## config.mk

```make
export PLATFORM = sky130hd
export DESIGN_NAME = fetch_pc_ctrl
export DESIGN_NICKNAME = d
export VERILOG_FILES = /design/src/rtl/fetch_pkg.sv /design/src/rtl/fetch_buf.sv /design/src/rtl/fetch_pc_ctrl.sv
export SDC_FILE = /design/constraint.sdc
export NUM_CORES = 1
export LEC_CHECK = 0
export CAP_MARGIN = 10
export CORE_AREA = 2 2 163 165
export DETAILED_ROUTE_END_ITERATION = 16
export DIE_AREA = 0 0 165 167
export PLACE_DENSITY = 0.84
export SLEW_MARGIN = 20
export SYNTH_ARGS = -nofsm -noshare
export SYNTH_HDL_FRONTEND = slang
export SYNTH_SLANG_ARGS = --single-unit
```

## constraint.sdc

```tcl
create_clock -name clk_i -period 7.2 [get_ports clk_i]
set_input_delay 0.72 -clock clk_i [delete_from_list [all_inputs] [get_ports clk_i]]
set_output_delay 0.72 -clock clk_i [all_outputs]
set_load 0.1 [all_outputs]
```

## src/rtl/fetch_pkg.sv

```systemverilog
// Shared types and constants for the fetch stage and the next-PC unit.
package fetch_pkg;

  typedef enum logic [1:0] {
    S_REQ   = 2'd0,
    S_WAIT  = 2'd1,
    S_DRAIN = 2'd2,
    S_FAULT = 2'd3
  } fetch_state_e;

  localparam logic [1:0] INST_ALIGN_MASK = 2'b11;

  // Control-transfer kinds produced by the execute-stage next-PC unit.
  localparam logic [1:0] S_BR   = 2'd0;
  localparam logic [1:0] S_JAL  = 2'd1;
  localparam logic [1:0] S_JALR = 2'd2;

endpackage

```

## src/rtl/fetch_buf.sv

```systemverilog
// One-entry instruction/PC holding register toward decode.
module fetch_buf #(
  parameter int DATA_WIDTH = 64,
  parameter int INST_WIDTH = 32
) (
  input  logic                  clk_i,
  input  logic                  rst_n_i,
  input  logic                  load_i,
  input  logic [INST_WIDTH-1:0] load_inst_i,
  input  logic [DATA_WIDTH-1:0] load_pc_i,
  input  logic                  pop_i,
  input  logic                  flush_i,
  output logic                  valid_o,
  output logic [INST_WIDTH-1:0] inst_o,
  output logic [DATA_WIDTH-1:0] pc_o
);

  logic                  r_valid;
  logic [INST_WIDTH-1:0] r_inst;
  logic [DATA_WIDTH-1:0] r_pc;

  // Flush beats load beats pop; a same-cycle pop and load leaves the entry valid.
  always_ff @(posedge clk_i) begin
    if (!rst_n_i) begin
      r_valid <= 1'b0;
      r_inst  <= '0;
      r_pc    <= '0;
    end else if (flush_i) begin
      r_valid <= 1'b0;
    end else if (load_i) begin
      r_valid <= 1'b1;
      r_inst  <= load_inst_i;
      r_pc    <= load_pc_i;
    end else if (pop_i) begin
      r_valid <= 1'b0;
    end
  end

  assign valid_o = r_valid;
  assign inst_o  = r_inst;
  assign pc_o    = r_pc;

endmodule

```

## src/rtl/fetch_pc_ctrl.sv

```systemverilog
// Fetch-stage PC sequencer: one outstanding imem request, redirect squash, misalign fault.
//   state   | meaning
//   S_REQ   | ready to issue a request at r_pc
//   S_WAIT  | request accepted, waiting for its response
//   S_DRAIN | redirected while waiting; next response is discarded
//   S_FAULT | misaligned redirect seen; frozen until reset
module fetch_pc_ctrl
  import fetch_pkg::*;
#(
  parameter int                    DATA_WIDTH = 64,
  parameter int                    INST_WIDTH = 32,
  parameter logic [DATA_WIDTH-1:0] RESET_PC   = 64'h8000_0000
) (
  input  logic                  clk_i,
  input  logic                  rst_n_i,
  output logic                  req_valid_o,
  output logic [DATA_WIDTH-1:0] req_addr_o,
  input  logic                  req_ready_i,
  input  logic                  rsp_valid_i,
  input  logic [INST_WIDTH-1:0] rsp_data_i,
  output logic                  inst_valid_o,
  output logic [INST_WIDTH-1:0] inst_o,
  output logic [DATA_WIDTH-1:0] inst_pc_o,
  input  logic                  inst_ready_i,
  input  logic                  redir_valid_i,
  input  logic [DATA_WIDTH-1:0] redir_pc_i,
  output logic                  fault_o,
  output logic [DATA_WIDTH-1:0] fault_pc_o,
  output logic [31:0]           redir_cnt_o
);

  localparam logic [DATA_WIDTH-1:0] PC_STEP = DATA_WIDTH'(4);

  fetch_state_e          r_state, w_state_nxt;
  logic [DATA_WIDTH-1:0] r_pc, r_infl_pc, r_fault_pc;
  logic                  r_fault;
  logic [31:0]           r_redir_cnt;

  logic w_buf_valid, w_req_fire, w_load, w_pop;
  logic w_redir, w_misalign, w_redir_ok;

  assign w_redir     = redir_valid_i && (r_state != S_FAULT);
  assign w_misalign  = |(redir_pc_i[1:0] & INST_ALIGN_MASK);
  assign w_redir_ok  = w_redir && !w_misalign;

  // Gating on the raw redirect keeps a stale PC from ever being accepted.
  assign req_valid_o = (r_state == S_REQ) && !redir_valid_i && (!w_buf_valid || inst_ready_i);
  assign req_addr_o  = r_pc;
  assign w_req_fire  = req_valid_o && req_ready_i;
  assign w_load      = (r_state == S_WAIT) && rsp_valid_i && !redir_valid_i;
  assign w_pop       = w_buf_valid && inst_ready_i;

  fetch_buf #(
    .DATA_WIDTH(DATA_WIDTH),
    .INST_WIDTH(INST_WIDTH)
  ) u_buf (
    .clk_i      (clk_i),
    .rst_n_i    (rst_n_i),
    .load_i     (w_load),
    .load_inst_i(rsp_data_i),
    .load_pc_i  (r_infl_pc),
    .pop_i      (w_pop),
    .flush_i    (w_redir),
    .valid_o    (w_buf_valid),
    .inst_o     (inst_o),
    .pc_o       (inst_pc_o)
  );

  assign inst_valid_o = w_buf_valid;

  always_comb begin
    w_state_nxt = r_state;
    case (r_state)
      S_REQ:   if (w_req_fire)  w_state_nxt = S_WAIT;
      S_WAIT:  if (rsp_valid_i) w_state_nxt = S_REQ;
      S_DRAIN: if (rsp_valid_i) w_state_nxt = S_REQ;
      default: w_state_nxt = S_FAULT;
    endcase
    if (w_redir) begin
      if (w_misalign) begin
        w_state_nxt = S_FAULT;
      end else if (r_state == S_WAIT || r_state == S_DRAIN) begin
        // A response arriving with the redirect is the stale one being squashed.
        w_state_nxt = rsp_valid_i ? S_REQ : S_DRAIN;
      end else begin
        w_state_nxt = S_REQ;
      end
    end
  end

  always_ff @(posedge clk_i) begin
    if (!rst_n_i) begin
      r_state     <= S_REQ;
      r_pc        <= RESET_PC;
      r_infl_pc   <= '0;
      r_fault     <= 1'b0;
      r_fault_pc  <= '0;
      r_redir_cnt <= '0;
    end else begin
      r_state <= w_state_nxt;
      if (w_redir_ok)      r_pc <= redir_pc_i;
      else if (w_req_fire) r_pc <= r_pc + PC_STEP;
      if (w_req_fire) r_infl_pc <= r_pc;
      if (w_redir && w_misalign) begin
        r_fault    <= 1'b1;
        r_fault_pc <= redir_pc_i;
      end
      if (w_redir_ok && (r_redir_cnt != 32'hFFFF_FFFF)) r_redir_cnt <= r_redir_cnt + 32'd1;
    end
  end

  assign fault_o     = r_fault;
  assign fault_pc_o  = r_fault_pc;
  assign redir_cnt_o = r_redir_cnt;

endmodule

```

==> results of run 1 <==
==> metal layers <==
metal	wire length, um	global-route usage [%]	share of wire (%)
met1	17800	40.4	40
met2	20000	49.1	45
met3	4570	7.87	10
met4	1880	13.0	4.2
met5	0	0	0
==> metrics by stage <==
stage               utilization (%)  instance area, sq um  std cells  setup WS (ns)
global placement               65.6                 16900       2299           3.23
floorplan                         -                 13200       1714           3.96
global route                   70.2                 18100       2360           3.37
finish                         70.2                 18100       2360           3.47
CTS                            70.2                 18100       2360           3.49
detailed placement             65.6                 16900       2299           3.19
==> registers in the layout, indices dropped and copies added, names as in the netlist <==
name and count:
fault_o 1, fault_pc_o 64, r_infl_pc 64, r_state 2, redir_cnt_o 32, req_addr_o 64, u_buf.inst_o 32, u_buf.pc_o 64
u_buf.valid_o 1
==> cell usage in the layout, fill, tap and decap left out, drive strengths merged, types with 22 or more instances in the layout <==
cell           count
nor2              69
clkbuf            49
a31oi             24
clkdlybuf4s50    360
o21ai             47
xor2              22
dfxtp            324
a21oi            280
nor3              27
and3              27
nand4             37
nand3             36
nand2            531
==> worst max-delay path, cell delays in order <==
cell and delay, ns:
clkdlybuf4s50_1 0.60, nor2b_1 0.37, and2_1 0.18, clkdlybuf4s50_1 1.14
==> cells by family (layout without fill, tap and decap cells) <==
kind of cell	after synthesis	count (layout)
AND/OR/NAND/NOR	801	801
AO/OA/AOI/OAI	412	412
flip-flops	324	324
buffers and inverters	130	441
XOR/XNOR	41	41
adder cells (fa/ha/maj)	5	5
multiplexers	1	1
==> cells in the mapped netlist (4+ instances only) <==
library cell / n
buf_1: 8
or4_1: 5
nor2_1: 69
a32oi_1: 4
and2_1: 5
nand4_1: 36
dfxtp_1: 324
o22ai_1: 7
a211oi_1: 6
inv_1: 9
a31oi_1: 24
nand4b_1: 4
nand3_1: 36
o21ai_0: 45
a221oi_1: 8
clkbuf_1: 108
and4_1: 7
a22oi_1: 6
nor4_1: 16
nand2_1: 531
o211ai_1: 4
and3_1: 27
buf_2: 4
a21oi_1: 280
xor2_1: 22
or3_1: 18
o31a_1: 4
xnor2_1: 19
nor3_1: 27
ha_1: 5
o21a_1: 5
==> power by group <==
part	switching (mW)	leakage, nW	internal, mW
Clock	0.730	0.583	1.09
Combinational	0.591	2.79	0.196
Sequential	0.0575	2.63	1.85
Total	1.38	6.00	3.14
==> worst min-delay path by stage <==
stage                                     start                     endpoint  depth (start not counted)
floorplan             r_infl_pc[0]$_SDFFE_PN0P_   u_buf.pc_o[0]$_SDFFE_PN0P_                          2
global placement     r_infl_pc[46]$_SDFFE_PN0P_  u_buf.pc_o[46]$_SDFFE_PN0P_                          2
detailed placement   r_infl_pc[60]$_SDFFE_PN0P_  u_buf.pc_o[60]$_SDFFE_PN0P_                          2
CTS                  r_infl_pc[26]$_SDFFE_PN0P_  u_buf.pc_o[26]$_SDFFE_PN0P_                          2
global route        fault_pc_o[52]$_SDFFE_PN0P_  fault_pc_o[52]$_SDFFE_PN0P_                          2
finish               r_infl_pc[26]$_SDFFE_PN0P_  u_buf.pc_o[26]$_SDFFE_PN0P_                          2
==> final cells by class <==
| class | instances | area (sq um) |
|---|---|---|
| clock buffers | 49 | 1050 |
| clock inverters | 12 | 120 |
| well taps | 335 | 419 |
| fillers | 2042 | 7680 |
| repair buffers | 370 | 3680 |
| multi-input cells | 1260 | 6280 |
| inverters | 10 | 50.0 |
| flip-flops and latches | 324 | 6490 |
==> results_dict.tcl, run 1 <==
set metrics [dict create \
    worst_pin_slew_ns 1.18 \
    synth-compound-area-share_pct 17.2 \
    holdWs_ns 0.450 \
    status "finished clean" \
    grtUsageTotal_pct 31.1 \
    setup_viol 0 \
    synth-xor-area-share_pct 2.72 \
    rsz0062_at_grt "false" \
    clkTransAtPathRegs_ns 0.06 \
    htreeDepth 2 \
    ant_nets 0 \
    drt_iter0_markers 1415 \
    synth-seq-cells 324 \
    syn_nets 1821 \
    r2r_slack_ns 3.87 \
    fin_crit_sh_pct 51.8 \
    yosysUniqueCellTypes 58 \
    synth-edff-count 0 \
    max_cap_violations 0 \
    start_util_pct 51.2 \
    ir_drop_uv 170 \
    placementRows 59 \
    clk_path_buf_depth 3 \
    finalSetupTns_ns 0 \
    dp_hpwl_mm 30.3 \
    startpoint_type "input pin" \
    root_buffer "clkbuf_16" \
    fin_crit_ns 3.73 \
    clock_latency_ns 0.52 \
    synthArstFlopShare_pct 0 \
    rr_worst_depth 9 \
    cp.required_ns 6.48 \
    slew_headroom_pct 21.2 \
    yosysSeqAreaShare_pct 49.1 \
    cts_resized 0 \
    ys_warn_count 0 \
    vias 13600 \
    die-width_um 165 \
    num_antenna_cells 0 \
    port_buffers 360 \
    crit_end "req_valid_o" \
    drive_gt1_share_pct 4.15 \
    post_cts_buffers 0 \
    rr_startpoint "r_state[1]$_SDFFE_PN0P_" \
    area_growth_pct 37.0 \
    total_leakage_power_nw 6.00 \
    drc 0 \
    yosysTopAreaCellShare_pct 49.1 \
    routed_via_density 5.78 \
    cellPowerDensity_nw_per_um2 250 \
    fin_worst_skew_ns 0.0148 \
    synth_top_family_by_area "simple AND/OR/NAND/NOR gates" \
    io_pins 361 \
    crit_type "input pin to primary output" \
    final_nets 2109 \
    wl_mm 44.2 \
    drtPass1Iterations 6 \
    postCtsHoldBufs 0 \
    cts_buffers 36 \
    finalWeightedCongestion 0.942 \
    synthTopCellsByArea "dfxtp_1 (49%), nand2_1 (15%), a21oi_1 (11%)" \
    avgSynthCellArea_sq_um 7.70 \
    worst_ep_arrival_time_ns 3.01 \
    fmax_mhz 268 \
    slew_viol_final 0 \
    synthAdderAreaFrac_pct 0.474 \
    synthMuxAreaShare_pct 0.0758 \
    grt_pass1_vias 12900 \
    synth_ff_type "dfxtp_1" \
    yosys.area_share.simple_pct 26.6 \
    hp-class "register to register" \
    cp-end-kind "primary output" \
    grt_pass1_wl_mm 69.0 \
    fp.dieArea_sq_um 27600 \
    netlist_instances 1714 \
    drt-wirelength-per-cell_um 18.7 \
    hold_violations 0 \
    grt_max_degree 209 \
    antenna_found_initial 0 \
    cp-startpoint "redir_valid_i" \
    reg2reg_to "req_addr_o[23]$_SDFFE_PN0P_" \
    crit_fanout 8 \
    cts_num_sinks 324 \
    die_y_um 167 \
    synth_largest_area_cell "dfxtp_1" \
    overflow 0 \
    cts_tree "built" \
    syn-cell-area_sq_um 13200 \
    core_sq_um 25800 \
    total_power_mw 4.52 \
]
No activity file was read; power rests on OpenSTA's default activity.
==> run 2: changes to the inputs <==
--- a/config.mk
+++ b/config.mk
@@ -6,10 +6,10 @@
 export NUM_CORES = 1
 export LEC_CHECK = 0
 export CAP_MARGIN = 10
-export CORE_AREA = 2 2 163 165
+export CORE_AREA = 2 2 169 171
 export DETAILED_ROUTE_END_ITERATION = 16
-export DIE_AREA = 0 0 165 167
-export PLACE_DENSITY = 0.84
+export DIE_AREA = 0 0 171 173
+export PLACE_DENSITY = 0.79
 export SLEW_MARGIN = 20
 export SYNTH_ARGS = -nofsm -noshare
 export SYNTH_HDL_FRONTEND = slang
==> constraint.sdc (replaced) <==
create_clock -name clk_i -period 3.74 [get_ports clk_i]
set_input_delay 0.374 -clock clk_i [delete_from_list [all_inputs] [get_ports clk_i]]
set_output_delay 0.374 -clock clk_i [all_outputs]
set_load 0.1 [all_outputs]
==> run 2 against run 1 <==
- global-route usage is 2.0 points lower
- largest power group is now clock
- highest routed layer unchanged
- flip-flop and latch count unchanged
- die area grew 7.4%
- sequential share of layout area down 0.55 points
- critical endpoint is now req_addr_o[46]$_SDFFE_PN0P_
- total power rose by 98%
- clock power increased by 100%
- first-iteration DRC count decreased by 4.6%
- hold slack lost 0.041 ns
- core utilization decreased by 3.7 points
- register-to-register slack worse by 3.1 ns
- worst setup slack worse by 2.7 ns
- non-clock buffer count increased by 15
==> results_dict.tcl, run 2 (synthesis gave the netlist of run 1 again) <==
set metrics [dict create \
    worst_ep_arrival_time_ns 3.45 \
    total_leakage_power_nw 6.12 \
    clk_path_buf_depth 3 \
    grt_pass1_wl_mm 69.4 \
    multiInputGateArea_sq_um 6280 \
    worst_pin_slew_ns 1.09 \
    grt_max_degree 151 \
    post_cts_buffers 0 \
    final_nets 2123 \
    cts_tree "built" \
    overflow 0 \
    cellPowerDensity_nw_per_um2 487 \
    area_growth_pct 39.2 \
    seq_area_sq_um 6490 \
    setup_viol 0 \
    dp_hpwl_mm 31.2 \
    clkPwrFrac_pct 41.7 \
    startpoint_type "register" \
    drt_iter0_markers 1350 \
    slew_headroom_pct 27.1 \
    nFillCells 2335 \
    slew_viol_final 0 \
    crit_slowest_cell "nor4_1" \
    rsz0062_at_grt "false" \
    drtPass1Iterations 5 \
    finalSetupTns_ns 0 \
    routed_via_density 5.67 \
    antenna_found_initial 0 \
    fin_crit_sh_pct 80.1 \
    postCtsHoldBufs 0 \
    cp.required_ns 4.20 \
    cp-end-kind "register" \
    crit_type "register to register" \
    htreeDepth 2 \
    drt-wirelength-per-cell_um 18.6 \
    cts_buffers 35 \
    cts_resized 0 \
    root_buffer "clkbuf_16" \
    grt_pass1_vias 12800 \
    p_sw_mw 2.66 \
    hold_violations 0 \
    cts_num_sinks 324 \
    grtUsageTotal_pct 29.1 \
    fin_crit_ns 3.00 \
    vias 13700 \
    core_sq_um 27600 \
    wl_mm 45.0 \
    crit_fanout 11 \
    io_pins 361 \
    layout_commonest_cell "nand2_1" \
    status "finished clean" \
    final_core_util_pct 66.5 \
    port_buffers 360 \
    drive_gt1_share_pct 4.90 \
    clock_latency_ns 0.52 \
    p_sw_share_pct 29.8 \
    finalWeightedCongestion 0.892 \
    final_cell_mix "nand2_1 (531), clkdlybuf4s50_1 (359), dfxtp_1 (324)" \
    timing.critical_path.buf_inv 0 \
    ant_nets 0 \
    hp-class "input pin to register" \
    die-width_um 171 \
    ir_drop_uv 400 \
    placementRows 61 \
    num_antenna_cells 0 \
    fmax_mhz 334 \
    fp.dieArea_sq_um 29600 \
    slowest_delay_ns 0.68 \
    fin_worst_skew_ns 0.0130 \
    worstPathCellList "ha_1 > nand3_1 > nor4_1 > nand4_1 > or3_1 > a21oi_1 > o21a_1" \
    pwr-share-comb_pct 17.4 \
    p_seq_share_pct 40.9 \
    start_util_pct 47.8 \
    p_int_mw 6.29 \
    critPathTopFamily "simple AND/OR/NAND/NOR gates" \
    die_y_um 173 \
    max_cap_violations 0 \
    drc 0 \
    clkTransAtPathRegs_ns 0.06 \
]
-- run 2: changes by cell type in the layout (fill, tap and decap cells not counted), moves of 2 or more --
cell and change:
buf_12 +4, buf_4 +12, bufinv_16 +4, clkbuf_8 -2
-- run 2: cell type report --
class                   count  share of cell area [%]
well taps                 378                    2.57
clock buffers              46                    5.55
repair buffers            385                    20.9
clock inverters            15                    1.26
flip-flops and latches    324                    35.3
inverters                  10                   0.245
multi-input cells        1260                    34.2
-- run 2: power by group through the flow --
stage	Combinational, mW	Clock (mW)	Sequential (mW)
2_1_floorplan	0.416	0	4.36
3_3_place_gp	1.53	0	3.72
3_5_place_dp	1.55	0	3.73
4_1_cts	1.55	3.78	3.66
5_1_grt	1.63	3.92	3.67
6_report	1.56	3.73	3.66
-- run 2: final timing paths --
kind                               from  cells after the start                            to  slack, ns
min                       rsp_data_i[2]                      3  u_buf.inst_o[2]$_SDFFE_PN0P_       0.41
max reg2reg  req_addr_o[3]$_SDFFE_PN0P_                      7   req_addr_o[46]$_SDFFE_PN0P_       0.74
max          req_addr_o[3]$_SDFFE_PN0P_                      7   req_addr_o[46]$_SDFFE_PN0P_       0.74
min reg2reg  r_infl_pc[58]$_SDFFE_PN0P_                      2   u_buf.pc_o[58]$_SDFFE_PN0P_       0.45
-- run 2: per-layer routing --
metal / share of wire (%) / global-route usage (%)
met1: 41 / 39.0
met2: 45 / 44.7
met3: 9.9 / 7.16
met4: 4.1 / 12.0
met5: 0 / 0
-- run 2: through the flow --
| stage | total power, mW | setup WS [ns] | std cells | instance area [sq um] | hold slack [ns] |
|---|---|---|---|---|---|
| after CTS | 8.99 | 0.767 | 2418 | 18400 | 0.398 |
| final | 8.95 | 0.744 | 2418 | 18400 | 0.409 |
| after global placement | 5.26 | 0.818 | 2357 | 17100 | 0.438 |
| after floorplan | 4.78 | 0.502 | 1714 | 13200 | 0.432 |
| after detailed placement | 5.28 | 0.727 | 2357 | 17100 | 0.445 |
| after global routing | 9.22 | 0.455 | 2418 | 18400 | 0.406 |
-- run 2: worst min-delay path, stage by stage --
cell             delay [ns]
clkdlybuf4s50_1        0.40
nand2_1                0.05
a21oi_1                0.05
==> run 3: changes to the inputs <==
--- a/config.mk
+++ b/config.mk
@@ -6,10 +6,10 @@
 export NUM_CORES = 1
 export LEC_CHECK = 0
 export CAP_MARGIN = 10
-export CORE_AREA = 2 2 169 171
+export CORE_AREA = 2 2 177 179
 export DETAILED_ROUTE_END_ITERATION = 16
-export DIE_AREA = 0 0 171 173
-export PLACE_DENSITY = 0.79
+export DIE_AREA = 0 0 179 181
+export PLACE_DENSITY = 0.76
 export SLEW_MARGIN = 20
 export SYNTH_ARGS = -nofsm -noshare
 export SYNTH_HDL_FRONTEND = slang
==> constraint.sdc (replaced) <==
create_clock -name clk_i -period 2.4 [get_ports clk_i]
set_input_delay 0.24 -clock clk_i [delete_from_list [all_inputs] [get_ports clk_i]]
set_output_delay 0.24 -clock clk_i [all_outputs]
set_load 0.1 [all_outputs]
==> run 3 against run 2 <==
- critical path depth is 1 lower
- cell count is 3.8% higher
- largest cell class unchanged
- hold slack worse by 0.13 ns
- highest routed layer unchanged
- via count is 0.93% higher
==> results_dict.tcl, run 3 (synthesis gave the netlist of run 1 again) <==
set metrics [dict create \
    layout_commonest_cell "nand2_1" \
    timing.critical_path.buf_inv 0 \
    crit_top_cell "or4_4" \
    place_ws_ns -0.284 \
    cts_tree "built" \
    total_leakage_power_nw 7.03 \
    placementRows 64 \
    die-width_um 179 \
    port_buffers 360 \
    io_pins 361 \
    setup_viol 0 \
    drtPass1Iterations 5 \
    drt_iter0_markers 1182 \
    fin_crit_ns 2.32 \
    grtUsageTotal_pct 27.2 \
    routed_via_density 5.51 \
    crit_fanout 7 \
    max_cap_violations 0 \
    clkTransAtPathRegs_ns 0.06 \
    clk_path_buf_depth 3 \
    cellPowerDensity_nw_per_um2 744 \
    worst_pin_slew_ns 0.532 \
    overflow 0 \
    hp-class "input pin to register" \
    cp-end-kind "register" \
    grt_pass1_wl_mm 70.3 \
    postCtsHoldBufs 0 \
    ir_drop_uv 436 \
    htreeDepth 2 \
    area_growth_pct 40.4 \
    final_core_util_pct 61.1 \
    worstPathCellList "nand2_1 > or4_4 > or4_4 > o31a_1 > o21ai_2 > a31oi_1" \
    die_y_um 181 \
    fin_worst_skew_ns 0.0102 \
    crit_type "register to register" \
    finalSetupTns_ns 0 \
    drt-wirelength-per-cell_um 18.3 \
    cp.required_ns 2.78 \
    final_cell_mix "nand2_1 (530), buf_4 (338), a21oi_1 (280)" \
    finalWeightedCongestion 1.00 \
    vias 13800 \
    wl_mm 46.1 \
    grt_pass1_vias 13000 \
    fmax_mhz 431 \
    slew_headroom_pct 64.2 \
    clock_latency_ns 0.51 \
    drc 0 \
    crit_slowest_cell "or4_4" \
    fin_crit_sh_pct 96.8 \
    cts_num_sinks 324 \
    fp.dieArea_sq_um 32400 \
    critPathTopFamily "simple AND/OR/NAND/NOR gates" \
    status "finished clean" \
    cts_buffers 36 \
    setup_ws_ns 0.0772 \
    core_sq_um 30300 \
    startpoint_type "register" \
    hold_violations 0 \
    start_util_pct 43.5 \
    root_buffer "clkbuf_16" \
    slew_viol_final 0 \
    final_nets 2192 \
    slowest_delay_ns 0.62 \
    drive_gt1_share_pct 23.9 \
    worst_ep_arrival_time_ns 2.71 \
    grt_max_degree 55 \
    nFillCells 2695 \
    ant_nets 0 \
    dp_hpwl_mm 33.5 \
    antenna_found_initial 2 \
]
## run 3: cell types whose count changed in the layout (fill, tap and decap cells not counted), sizes merged
cell / change
buf: +326
clkdlybuf4s50: -258
clkbuf: +10
bufinv: -5
clkinv: -3
diode: +2
inv: +2
## run 3: worst min-delay path, delay by kind of cell
family,cells,cell delay (ns)
buf+inv,1,0.40
compound gates,1,0.05
simple gates,1,0.05
## run 3: metal layers
| layer | global-route usage (%) | vias up | wire, um |
|---|---|---|---|
| li1 | - | 6628 | - |
| met1 | 35.7 | 6466 | 19300 |
| met2 | 43.6 | 634 | 21000 |
| met3 | 5.72 | 100 | 4000 |
| met4 | 10.9 | 0 | 1720 |
| met5 | 0 | - | 0 |
## run 3: power breakdown
part / leakage (nW) / total (mW) / internal, mW / switching [mW]
Combinational: 3.76 / 2.51 / 0.676 / 1.83
Sequential: 2.67 / 5.69 / 5.54 / 0.158
Clock: 0.598 / 5.57 / 3.36 / 2.21
## run 3: stage by stage
stage                     power, mW  std cells  hold slack (ns)  cell area (sq um)
after floorplan                7.44       1714            0.370              13400
after global placement         8.27       2438            0.437              17200
after detailed placement       8.30       2438            0.443              17200
after CTS                      13.8       2503            0.273              18500
after global routing           14.2       2510            0.284              18500
final                          13.8       2510            0.283              18500
## run 3: final cells by class
cell class	count	area, sq um	share of cell area [%]
sequential	324	6630	35.8
multi-input combinational	1260	6310	34.0
timing repair buffer	453	3830	20.7
clock buffer	56	1130	6.10
tap	396	495	2.67
clock inverter	9	85.1	0.459
inverter	10	45.0	0.243
antenna	2	5.00	0.0270
## run 3: final timing paths
kind,start,end,slack (ns),depth (start not counted)
worst max-delay path,req_addr_o[16]$_SDFFE_PN0P_,req_addr_o[49]$_SDFFE_PN0P_,0.08,6
worst min-delay path,rsp_data_i[1],u_buf.inst_o[1]$_SDFFE_PN0P_,0.28,3
worst max register to register,req_addr_o[16]$_SDFFE_PN0P_,req_addr_o[49]$_SDFFE_PN0P_,0.08,6
worst min register to register,r_infl_pc[1]$_SDFFE_PN0P_,u_buf.pc_o[1]$_SDFFE_PN0P_,0.45,2
## run 3: repair_timing
item                       4_1_cts  5_1_grt
pin swaps                        0        4
buffers inserted                 0        5
cloned                           0        0
setup endpoints to repair        1       19
resized for setup                1        8
